<file path="src/rtl/key_entry_ctrl.sv">
// PS/2 scan-code sequencer feeding a hex-digit entry buffer for a 7-segment display.
// Handles make/break/extended framing and the digit, backspace, clear and enter commands.

module key2Binary (
    input  logic [7:0] i_scan,
    output logic [4:0] o_bin
);
    // Set-2 make codes of the 0-9 and A-F keys; 16 flags a key with no hex meaning
    always_comb begin
        o_bin = 5'd16;
        case (i_scan)
            8'h45: o_bin = 5'd0;
            8'h16: o_bin = 5'd1;
            8'h1E: o_bin = 5'd2;
            8'h26: o_bin = 5'd3;
            8'h25: o_bin = 5'd4;
            8'h2E: o_bin = 5'd5;
            8'h36: o_bin = 5'd6;
            8'h3D: o_bin = 5'd7;
            8'h3E: o_bin = 5'd8;
            8'h46: o_bin = 5'd9;
            8'h1C: o_bin = 5'd10;
            8'h32: o_bin = 5'd11;
            8'h21: o_bin = 5'd12;
            8'h23: o_bin = 5'd13;
            8'h24: o_bin = 5'd14;
            8'h2B: o_bin = 5'd15;
            default: o_bin = 5'd16;
        endcase
    end
endmodule

module key_entry_ctrl #(
    parameter int          N_DIGITS   = 4,
    parameter logic [7:0]  BKSP_CODE  = 8'h66,
    parameter logic [7:0]  ENTER_CODE = 8'h5A,
    parameter logic [7:0]  ESC_CODE   = 8'h76
) (
    input  logic                  clk,
    input  logic                  reset_n,
    input  logic [7:0]            scan_code,
    input  logic                  scan_done_tick,
    output logic [4*N_DIGITS-1:0] digits,
    output logic [N_DIGITS-1:0]   blank,
    output logic [3:0]            digit_cnt,
    output logic [4*N_DIGITS-1:0] value,
    output logic                  value_tick,
    output logic                  err_tick
);
    localparam int         W       = 4 * N_DIGITS;
    localparam logic [3:0] CNT_MAX = 4'(N_DIGITS);

    typedef enum logic [1:0] {S_MAKE, S_BREAK, S_EXT, S_EXT_BRK} state_t;

    state_t                r_state, w_state_next;
    logic                  w_act;
    logic [4:0]            w_key;
    logic [W-1:0]          r_digits, w_digits_next;
    logic [W-1:0]          r_value, w_value_next;
    logic [3:0]            r_cnt, w_cnt_next;
    logic [N_DIGITS-1:0]   r_blank, w_blank_next, w_blank_calc;
    logic                  r_vtick, w_vtick_next;
    logic                  r_err, w_err_next;
    logic                  w_cnt_upd;

    key2Binary u_dec (
        .i_scan (scan_code),
        .o_bin  (w_key)
    );

    always_ff @(posedge clk or negedge reset_n) begin
        if (!reset_n) r_state <= S_MAKE;
        else          r_state <= w_state_next;
    end

    // Framing: only a byte arriving in MAKE that is not a prefix is acted upon
    always_comb begin
        w_state_next = r_state;
        w_act        = 1'b0;
        if (scan_done_tick) begin
            case (r_state)
                S_MAKE: begin
                    if (scan_code == 8'hF0)      w_state_next = S_BREAK;
                    else if (scan_code == 8'hE0) w_state_next = S_EXT;
                    else                         w_act = 1'b1;
                end
                S_BREAK:   w_state_next = S_MAKE;
                S_EXT:     w_state_next = (scan_code == 8'hF0) ? S_EXT_BRK : S_MAKE;
                S_EXT_BRK: w_state_next = S_MAKE;
                default:   w_state_next = S_MAKE;
            endcase
        end
    end

    always_comb begin
        w_digits_next = r_digits;
        w_cnt_next    = r_cnt;
        w_value_next  = r_value;
        w_vtick_next  = 1'b0;
        w_err_next    = 1'b0;
        w_cnt_upd     = 1'b0;
        if (w_act) begin
            if (scan_code == ENTER_CODE) begin
                w_value_next = r_digits;
                w_vtick_next = 1'b1;
            end else if (scan_code == ESC_CODE) begin
                w_digits_next = '0;
                w_cnt_next    = 4'd0;
                w_cnt_upd     = 1'b1;
            end else if (scan_code == BKSP_CODE) begin
                if (r_cnt != 4'd0) begin
                    w_digits_next = r_digits >> 4;
                    w_cnt_next    = r_cnt - 4'd1;
                    w_cnt_upd     = 1'b1;
                end
            end else if (!w_key[4]) begin
                if (r_cnt < CNT_MAX) begin
                    w_digits_next = (r_digits << 4) | W'(w_key[3:0]);
                    w_cnt_next    = r_cnt + 4'd1;
                    w_cnt_upd     = 1'b1;
                end else begin
                    w_err_next = 1'b1;
                end
            end else begin
                w_err_next = 1'b1;
            end
        end
        w_blank_next = w_cnt_upd ? w_blank_calc : r_blank;
    end

    // Position 0 is never blanked so an empty buffer still shows a single '0'
    genvar gi;
    generate
        for (gi = 0; gi < N_DIGITS; gi++) begin : g_blank
            if (gi == 0) begin : g_first
                assign w_blank_calc[gi] = 1'b0;
            end else begin : g_rest
                assign w_blank_calc[gi] = (w_cnt_next <= 4'(gi));
            end
        end
    endgenerate

    always_ff @(posedge clk or negedge reset_n) begin
        if (!reset_n) begin
            r_digits <= '0;
            r_cnt    <= 4'd0;
            r_value  <= '0;
            r_blank  <= '1;
            r_vtick  <= 1'b0;
            r_err    <= 1'b0;
        end else begin
            r_digits <= w_digits_next;
            r_cnt    <= w_cnt_next;
            r_value  <= w_value_next;
            r_blank  <= w_blank_next;
            r_vtick  <= w_vtick_next;
            r_err    <= w_err_next;
        end
    end

    assign digits     = r_digits;
    assign blank      = r_blank;
    assign digit_cnt  = r_cnt;
    assign value      = r_value;
    assign value_tick = r_vtick;
    assign err_tick   = r_err;
endmodule

</file>
<file path="config.mk">
export PLATFORM = sky130hd
export DESIGN_NAME = key_entry_ctrl
export DESIGN_NICKNAME = d
export VERILOG_FILES = /design/src/rtl/key_entry_ctrl.sv
export SDC_FILE = /design/constraint.sdc
export NUM_CORES = 1
export LEC_CHECK = 0
export ABC_AREA = 0
export CAP_MARGIN = 20
export CORE_UTILIZATION = 35
export CTS_BUF_LIST = sky130_fd_sc_hd__clkbuf_8
export DETAILED_ROUTE_END_ITERATION = 10
export PLACE_DENSITY_LB_ADDON = 0.05
export SETUP_SLACK_MARGIN = 0.4
export SKIP_LAST_GASP = 1
export SYNTH_ARGS = -nofsm -noshare
export SYNTH_HDL_FRONTEND = slang
export SYNTH_SLANG_ARGS = --single-unit
</file>
<file path="constraint.sdc">
create_clock -name clk -period 6.5 [get_ports clk]
set_input_delay 1.625 -clock clk [delete_from_list [all_inputs] [get_ports clk]]
set_output_delay 1.625 -clock clk [all_outputs]
set_load 0.02 [all_outputs]
</file>
# --- After elaboration in Yosys (flattened, before gate mapping) ---
# Cells that the tools add are included.
totals:
  out_inout_bits: 42
  elab_cells: 85
  in_bits: 11
  reg_bits: 44
classes:
  addsub: 2
  eq_ne: 27
  bitwise: 2
  n_lt_le_gt_ge: 4
  n_mux: 36
  reduce_logical: 7
ops:
  columns: ["op", "count"]
  rows:
  - ["8-bit by 6-bit == test with 1-bit output (second input constant)", 11]
  - ["16-bit two-way mux", 5]
  - ["5-bit one-hot mux with 16 select lines", 1]
  - ["8-bit by 7-bit == test with 1-bit output (second input constant)", 5]
  - ["4-bit two-way mux", 7]
  - ["8-bit by 5-bit == test with 1-bit output (second input constant)", 3]
  - ["1-bit two-way mux", 19]
  - ["8-bit == test (second input constant)", 2]
  - ["16-bit by 4-bit bitwise OR with 16-bit output", 1]
  - ["4-bit by 2-bit less-or-equal comparator with 1-bit output (second input constant)", 2]
  - ["2-bit two-way mux", 3]
  - ["2-bit one-hot mux with 3 select lines", 1]
  - ["5-bit AND reduction", 1]
  - ["4-bit by 1-bit adder with 4-bit output (second input constant)", 1]
  - ["2-bit == test (second input constant)", 2]
  - ["4-bit by 1-bit less-or-equal comparator with 1-bit output (second input constant)", 1]
  - ["4-bit by 3-bit < comparator with 1-bit output (second input constant)", 1]
  - ["2-bit AND reduction", 2]
  - ["4-bit nonzero test", 1]
  - ["4-bit by 1-bit subtractor with 4-bit output (second input constant)", 1]
  - ["3-bit by 1-bit inequality test with 1-bit output (second input constant)", 1]
  - ["3-bit by 2-bit inequality test with 1-bit output (second input constant)", 1]
  - ["3-bit inequality test (second input constant)", 1]
  - ["3-bit nonzero test", 1]
  - ["4 further kinds", 4]

# --- Logic depth before layout (Yosys ltp) ---
# Gate-level depths: netlist of the first run.
depth:
  word_depth: 8
  depth_mapped: 9
  ltp_nobuf: 8

# --- Hierarchy ---
# A second synthesis of the first run with hierarchy kept.
unflattened:
  cells_unflattened: 270
  hier_area_um2: 2637.5
by_module_without_submodules:
  columns: ["mod", "area_per_inst_um2", "seq_area_each_um2", "n_inst", "cells_per_inst"]
  rows:
  - ["key_entry_ctrl", 2134.5, 1106.1, 1, 204]
  - ["key2Binary", 503.0, 0.0, 1, 66]

# --- Worst setup path after synthesis of the first run ---
# OpenSTA, ideal clock, no wires.
synth_timing:
  path_kind: "input to register"
  startpoint: "input scan_code[4]"
  endpoint: "register r_digits[1], in the netlist digits[1]"
  stages: 9
  arrival_ns: 3.382
  setup_time_ns: 0.128
  path_slack_ns: 2.990
  n_path_buf: 2
  required_time_ns: 6.372
  cell_sequence: "buf_2 or4bb_1 a211o_1 o21ai_2 nor4_2 nor2_4 o21ai_2 buf_6 mux2_1"
synth_between:
  elab_chain_cells: 7
  word_cells_on_any_way: 36
  classes_between: "eq/ne (23); mux (9); bitwise (2); reduce/logical (2)"
synth_lines:
  columns: ["element", "line", "text"]
  rows:
  - ["start: declaration", "41", "input logic [7:0] scan_code,"]
  - ["8-bit by 6-bit == test with 1-bit output, or another cell as far along", "11", "case (i_scan)"]
  - ["5-bit one-hot mux with 16 select lines", "11", null]
  - ["16-bit by 4-bit bitwise OR with 16-bit output", "118", "w_digits_next = (r_digits << 4) | W'(w_key[3:0]);"]
  - ["16-bit two-way mux", "117", "if (r_cnt < CNT_MAX) begin"]
  - ["16-bit two-way mux", "116", "end else if (!w_key[4]) begin"]
  - ["16-bit two-way mux", "110", "end else if (scan_code == BKSP_CODE) begin"]
  - ["16-bit two-way mux", "106", "end else if (scan_code == ESC_CODE) begin"]
  - ["end signal: assignment", "152", "r_digits <= w_digits_next;"]
  - ["end: declaration", "58", "logic [W-1:0] r_digits, w_digits_next;"]
# Several ways; a longest one is shown, not always the timed one. The select of a mux whose other input is x is not followed.
# A chain may end at the register's enable or synchronous reset.

# --- Final worst setup path of the first run ---
layout_timing:
  startpoint: "input scan_code[4]"
  endpoint: "register r_digits[5], in the netlist digits[5]"
layout_between:
  elab_chain_cells: 6
  word_cells_on_any_way: 33
  classes_between: "eq/ne (23); mux (7); bitwise (1); reduce/logical (2)"
layout_lines:
  columns: ["element"]
  rows:
  - ["parallel branches: the longest is 6 deep, another holds 5-bit one-hot mux with 16 select lines"]
# Parallel ways; which one is timed is not known.

==> results of run 1 <==
==> synth_stat cells, drive strengths merged, types with 5 or more instances <==
library cell  number
inv               11
mux2              13
nor3               9
nor2               8
nand2             59
a22o               8
o21ai             11
buf               10
dfrtp             40
and2               5
nand2b             8
clkbuf             6
a21oi              5
==> critical path, stage by stage <==
cell and delay [ps]:
clkdlybuf4s50_1 950, or4bb_1 230, a211o_1 140, o21ai_2 80, nor4_2 440, nor2_4 90
o21ai_2 840, mux2_1 380
==> area by class of cell <==
cell class | count | area, µm²
Sequential cell | 44 | 1110
Timing Repair Buffer | 55 | 551
Fill cell | 661 | 3660
Clock buffer | 6 | 82.6
Multi-Input combinational cell | 190 | 1270
Clock inverter | 2 | 38.8
Tap cell | 96 | 120
Inverter | 11 | 41.3
==> cells by family after synthesis <==
| group | share of synthesized area, % |
|---|---|
| buffers and inverters | 5.47 |
| AO/OA/AOI/OAI | 17.2 |
| adder cells (fa/ha/maj) | 0.995 |
| XOR/XNOR | 1.05 |
| flip-flops | 44.0 |
| multiplexers | 7.42 |
| AND/OR/NAND/NOR | 23.8 |
==> worst max-delay path by stage <==
stage,start,slack (ps),endpoint
2_1_floorplan,scan_code[4],2990,digits[1]$_DFFE_PN0P_
3_3_place_gp,scan_code[4],1580,digits[8]$_DFFE_PN0P_
3_5_place_dp,scan_code[4],1520,digits[6]$_DFFE_PN0P_
4_1_cts,scan_code[4],1860,digits[6]$_DFFE_PN0P_
5_1_grt,scan_code[4],1640,digits[5]$_DFFE_PN0P_
6_report,scan_code[4],1880,digits[5]$_DFFE_PN0P_
==> power groups by stage <==
stage	logic, mW	registers, mW	clock network [mW]
floorplan	0.0426	0.337	0
global placement	0.122	0.316	0
detailed placement	0.123	0.316	0
CTS	0.123	0.311	0.231
global route	0.133	0.314	0.242
finish	0.123	0.310	0.226
==> metrics by stage <==
stage                     setup slack (ps)  util [%]  std cells  instance area [µm²]  hold slack (ps)
after floorplan                       2990         -        261                 2510              514
after global placement                1580      44.7        395                 3070              461
after detailed placement              1520      44.7        395                 3070              464
after CTS                             1860      46.4        403                 3190              486
after global routing                  1640      46.7        404                 3210              497
final                                 1880      46.7        404                 3210              479
==> routing by layer <==
layer / track usage, % / up-vias / share of wire, %
met3: 3.43 / 4 / 4.2
met4: 4.09 / 0 / 0.73
met1: 23.0 / 1026 / 49
met2: 27.8 / 49 / 46
met5: 0 / - / 0
li1: - / 1023 / -
==> sequential cells by signal (all words and copies together) (netlist names) <==
| register | count |
|---|---|
| digits | 16 |
| blank | 4 |
| r_state | 2 |
| err_tick | 1 |
| digit_cnt | 4 |
| value_tick | 1 |
| value | 16 |
==> metrics.json, run 1 <==
{
  "worst_hold_startpoint": "value[7]$_DFFE_PN0P_",
  "ant_nets": 0,
  "ctsHoldBuffers": 0,
  "slew_headroom_pct": 29.9,
  "worst-endpoint-arrival_ps": 4790,
  "grt_pass1_wl_um": 9930,
  "drt_iter0_markers": 93,
  "synth.yosys.seq_area_share_pct": 44.0,
  "leakage_nw": 1.43,
  "route.detailed.wl_per_inst_um": 14.9,
  "synthFlopType": "dfrtp_1",
  "number_of_antenna_repair_diodes": 0,
  "cts.repair_timing.setup_buffer_count": 0,
  "cts.htree.levels": 2,
  "detailroute.via_count": 2102,
  "syn-instance-count": 261,
  "yosys.cell_types.count": 63,
  "die_w_um": 86.7,
  "drt_pass1_iterations": 4,
  "syn_nets": 274,
  "worst_r2r_path_depth": 7,
  "grt_antenna_before_repair": 0,
  "cts.path.max_buffers": 2,
  "drive_gt1_share_pct": 11.7,
  "layout.cells.most_common_list": "nand2_1 (58), clkdlybuf4s50_1 (51), dfrtp_1 (40)",
  "yosys-top-cells-area": "dfrtp_1 (40%), nand2_1 (8.7%), mux2_1 (5.4%)",
  "max_slew.worst_pin.slew_ps": 1050,
  "place_hpwl_um": 4100,
  "ios": 53,
  "grt_use_total_pct": 16.9,
  "globalRouteOverflowTotal": 0,
  "synth_top_area_share_pct": 39.8,
  "report.power.total_mw": 0.659,
  "synth_enable_flop_cells": 0,
  "remaining_drc_errors": 0,
  "report.final.hold_viol_count": 0,
  "die_area_mm2": 0.00752,
  "floorplan.core_area_mm2": 0.00687,
  "setup-violations-final": 0,
  "timing.setup.tns_ps": 0,
  "first_global_vias": 1944,
  "placementRows": 30,
  "status": "complete, no violations",
  "synth-seq-cells": 44,
  "globalplace.congestion": 0.868,
  "critical_path.reg2reg.startpoint": "digit_cnt[0]$_DFF_PN0_",
  "layout_commonest_cell": "nand2_1",
  "critPathKind": "input port to register",
  "cp-end-kind": "register",
  "power.share.combinational_pct": 18.7,
  "timing_max_transition_violations_final": 0,
  "numCtsBuffers": 5,
  "seqPwrFrac_pct": 47.1,
  "area_growth_syn_to_layout_pct": 27.7,
  "max_freq_mhz": 217,
  "post_route_minimum_period_ps": 4620,
  "rr_endpoint": "digits[5]$_DFFE_PN0P_",
  "worstPathMaxFanout": 20,
  "worstHoldPathCells": 2,
  "synth_top_area_cell": "dfrtp_1",
  "min_to": "value[7]$_DFFE_PN0P_",
  "layout_worst_path_cycle_share_pct": 71.0,
  "chipHeight_um": 86.7,
  "cts_tree": "built",
  "timing.critical_path.required_ps": 6680,
  "design.final.nets": 320,
  "yosys_warnings": 0,
  "wirelength_um": 6040,
  "type_of_the_most_critical_hold_path": "register to register",
  "vdd.ir_drop.worst_uv": 139,
  "initial_core_util_pct": 36.6,
  "routed_via_density": 5.20,
  "netSwitchingPower_mw": 0.180,
  "proportion_of_power_drawn_by_the_clock_network_pct": 34.2,
  "timing.reg2reg.setup_slack_ps": 3680,
  "syn_area_mm2": 0.00251,
  "cts_root_buf": "clkbuf_8",
  "synthArstFlopShare_pct": 100,
  "per_instance_average_area_after_synthesis_um2": 9.63,
  "clkSinkCount": 44,
  "critical_path.startpoint_type": "input port",
  "worst_setup_hold_path_clk_slew_ps": 90,
  "insertion_delay_ps": 300,
  "maxCapViolCount": 0,
  "sw_frac_of_total_pct": 27.3,
  "place.port_buffers": 52,
  "setup_repair_after_global_routing_missed_its_margin": "no",
  "cellPowerDensity_mw_per_mm2": 205,
  "cts-resized-gates": 0,
  "internal_power_mw": 0.479,
  "clock-skew-final_ps": 12.6,
  "grt_max_degree": 45
}
(Power assumes the default switching activity.)
==> run 2: changes to the inputs <==
clock period = 4.2 ns   (was 6.5 ns; I/O delays follow)
==> metrics.json, run 2 (synthesized netlist as in run 1, its figures left out) <==
{
  "status": "complete, no violations",
  "grt_use_total_pct": 17.4,
  "cts_root_buf": "clkbuf_8",
  "placementRows": 30,
  "layout.cells.most_common_list": "nand2_1 (58), clkdlybuf4s50_1 (51), dfrtp_1 (40)",
  "timing.critical_path.cells": "clkdlybuf4s50_1 -> or4bb_1 -> a211o_1 -> o21ai_2 -> nor4_2 -> nor2_4 -> o21ai_2 -> buf_4 -> buf_4 -> o31ai_2",
  "initial_core_util_pct": 36.6,
  "layout_commonest_cell": "nand2_1",
  "slew_headroom_pct": 62.2,
  "ant_nets": 0,
  "max_freq_mhz": 283,
  "area_growth_syn_to_layout_pct": 29.5,
  "post_route_minimum_period_ps": 3530,
  "drt_pass1_iterations": 4,
  "drive_gt1_share_pct": 13.7,
  "ios": 53,
  "design.final.nets": 327,
  "postLayoutCellArea_mm2": 0.00326,
  "clkSinkCount": 44,
  "cellPowerDensity_mw_per_mm2": 308,
  "timing_max_transition_violations_final": 0,
  "timing.critical_path.required_ps": 4410,
  "cts-resized-gates": 0,
  "die_w_um": 86.7,
  "grt_max_degree": 45,
  "setup-violations-final": 0,
  "place_hpwl_um": 4270,
  "remaining_drc_errors": 0,
  "multi_input_logic_area_mm2": 0.00127,
  "worstPathMaxFanout": 18,
  "routed_via_density": 5.05,
  "globalRouteOverflowTotal": 0,
  "cts.htree.levels": 2,
  "cts_tree": "built",
  "maxCapViolCount": 0,
  "cts.repair_timing.setup_buffer_count": 0,
  "layout_worst_path_cycle_share_pct": 84.0,
  "timing.critical_path.max_delay_family": "buffers and inverters",
  "timing.setup.tns_ps": 0,
  "cp-end-kind": "register",
  "grt_antenna_before_repair": 0,
  "worst_setup_hold_path_clk_slew_ps": 100,
  "grt_pass1_wl_um": 10200,
  "floorplan.core_area_mm2": 0.00687,
  "number_of_antenna_repair_diodes": 0,
  "route.detailed.wl_per_inst_um": 14.9,
  "first_global_vias": 2031,
  "report.final.hold_viol_count": 0,
  "wirelength_um": 6110,
  "clock-skew-final_ps": 12.0,
  "detailroute.via_count": 2074,
  "vdd.ir_drop.worst_uv": 160,
  "setup_repair_after_global_routing_missed_its_margin": "no",
  "insertion_delay_ps": 300,
  "layout.filler_cells": 673,
  "critical_path.startpoint_type": "input port",
  "placement.cell_area_mm2": 0.00312,
  "place.detailed.instances": 402,
  "worst-endpoint-arrival_ps": 3740,
  "numCtsBuffers": 5,
  "crit_buf_inv": 3,
  "chipHeight_um": 86.7,
  "post_route_worst_hold_slack_ps": 478,
  "drt_iter0_markers": 110,
  "globalplace.congestion": 0.877,
  "place.port_buffers": 52,
  "final_cells": 411,
  "critical_path_top_delay_cell": "clkdlybuf4s50_1",
  "type_of_the_most_critical_hold_path": "register to register",
  "ctsHoldBuffers": 0,
  "cts.path.max_buffers": 2,
  "critPathKind": "input port to register",
  "max_slew.worst_pin.slew_ps": 560,
  "leakage_nw": 1.45,
  "timing.critical_path.slowest_cell_delay_ps": 770,
  "die_area_mm2": 0.00752,
  "seq_area_mm2": 0.00111
}
run 2: cell count changes in the layout (fill, tap and decap cells not counted):
cell,previous run,this run
buf_4,2,9
clkbuf_8,6,5
clkinv_4,1,0
clkinvlp_4,0,1
inv_6,0,1
run 2: power by group:
part           internal (mW)  switching (mW)
clock network          0.179           0.153
registers              0.457          0.0225
logic                 0.0911           0.100
run 2: area by class of cell:
type / count / area share [%]
multi-input cells: 190 / 39.0
flip-flops and latches: 44 / 34.0
repair buffers: 62 / 18.5
well taps: 96 / 3.69
clock buffers: 5 / 2.11
clock inverters: 3 / 1.42
inverters: 11 / 1.27
run 2: path summary, 6_finish.rpt:
kind                                        startpoint                      to  slack, ps  cells past startpoint
worst min register to register    value[7]$_DFFE_PN0P_    value[7]$_DFFE_PN0P_        480                      2
worst max-delay path                      scan_code[4]    blank[2]$_DFFE_PN1P_        670                     10
max in group asynchronous                      reset_n    blank[1]$_DFFE_PN1P_       3160                      2
min in group asynchronous                      reset_n  digit_cnt[3]$_DFF_PN0_        560                      1
worst max register to register  r_state[1]$_DFFE_PN0P_    blank[2]$_DFFE_PN1P_       1720                      7
worst min-delay path              value[7]$_DFFE_PN0P_    value[7]$_DFFE_PN0P_        480                      2
run 2: routing by layer:
metal	part of all wire (%)	up-vias	track usage, %
li1	-	1030	-
met1	47	1005	23.7
met2	49	37	28.8
met3	3.5	2	3.43
met4	0.44	0	3.64
met5	0	-	0
run 2: through the flow:
stage	setup slack, ps	util [%]	power [mW]
floorplan	1260	-	0.587
global placement	415	45.4	0.682
detailed placement	367	45.4	0.681
CTS	667	47.1	1.02
global route	495	47.4	1.05
finish	671	47.4	1.00
run 2: tightest hold or removal path, stage by stage, from the launching register on:
cell	delay (ps)
dfrtp_1	350
nand2_1	50
nand2_1	50
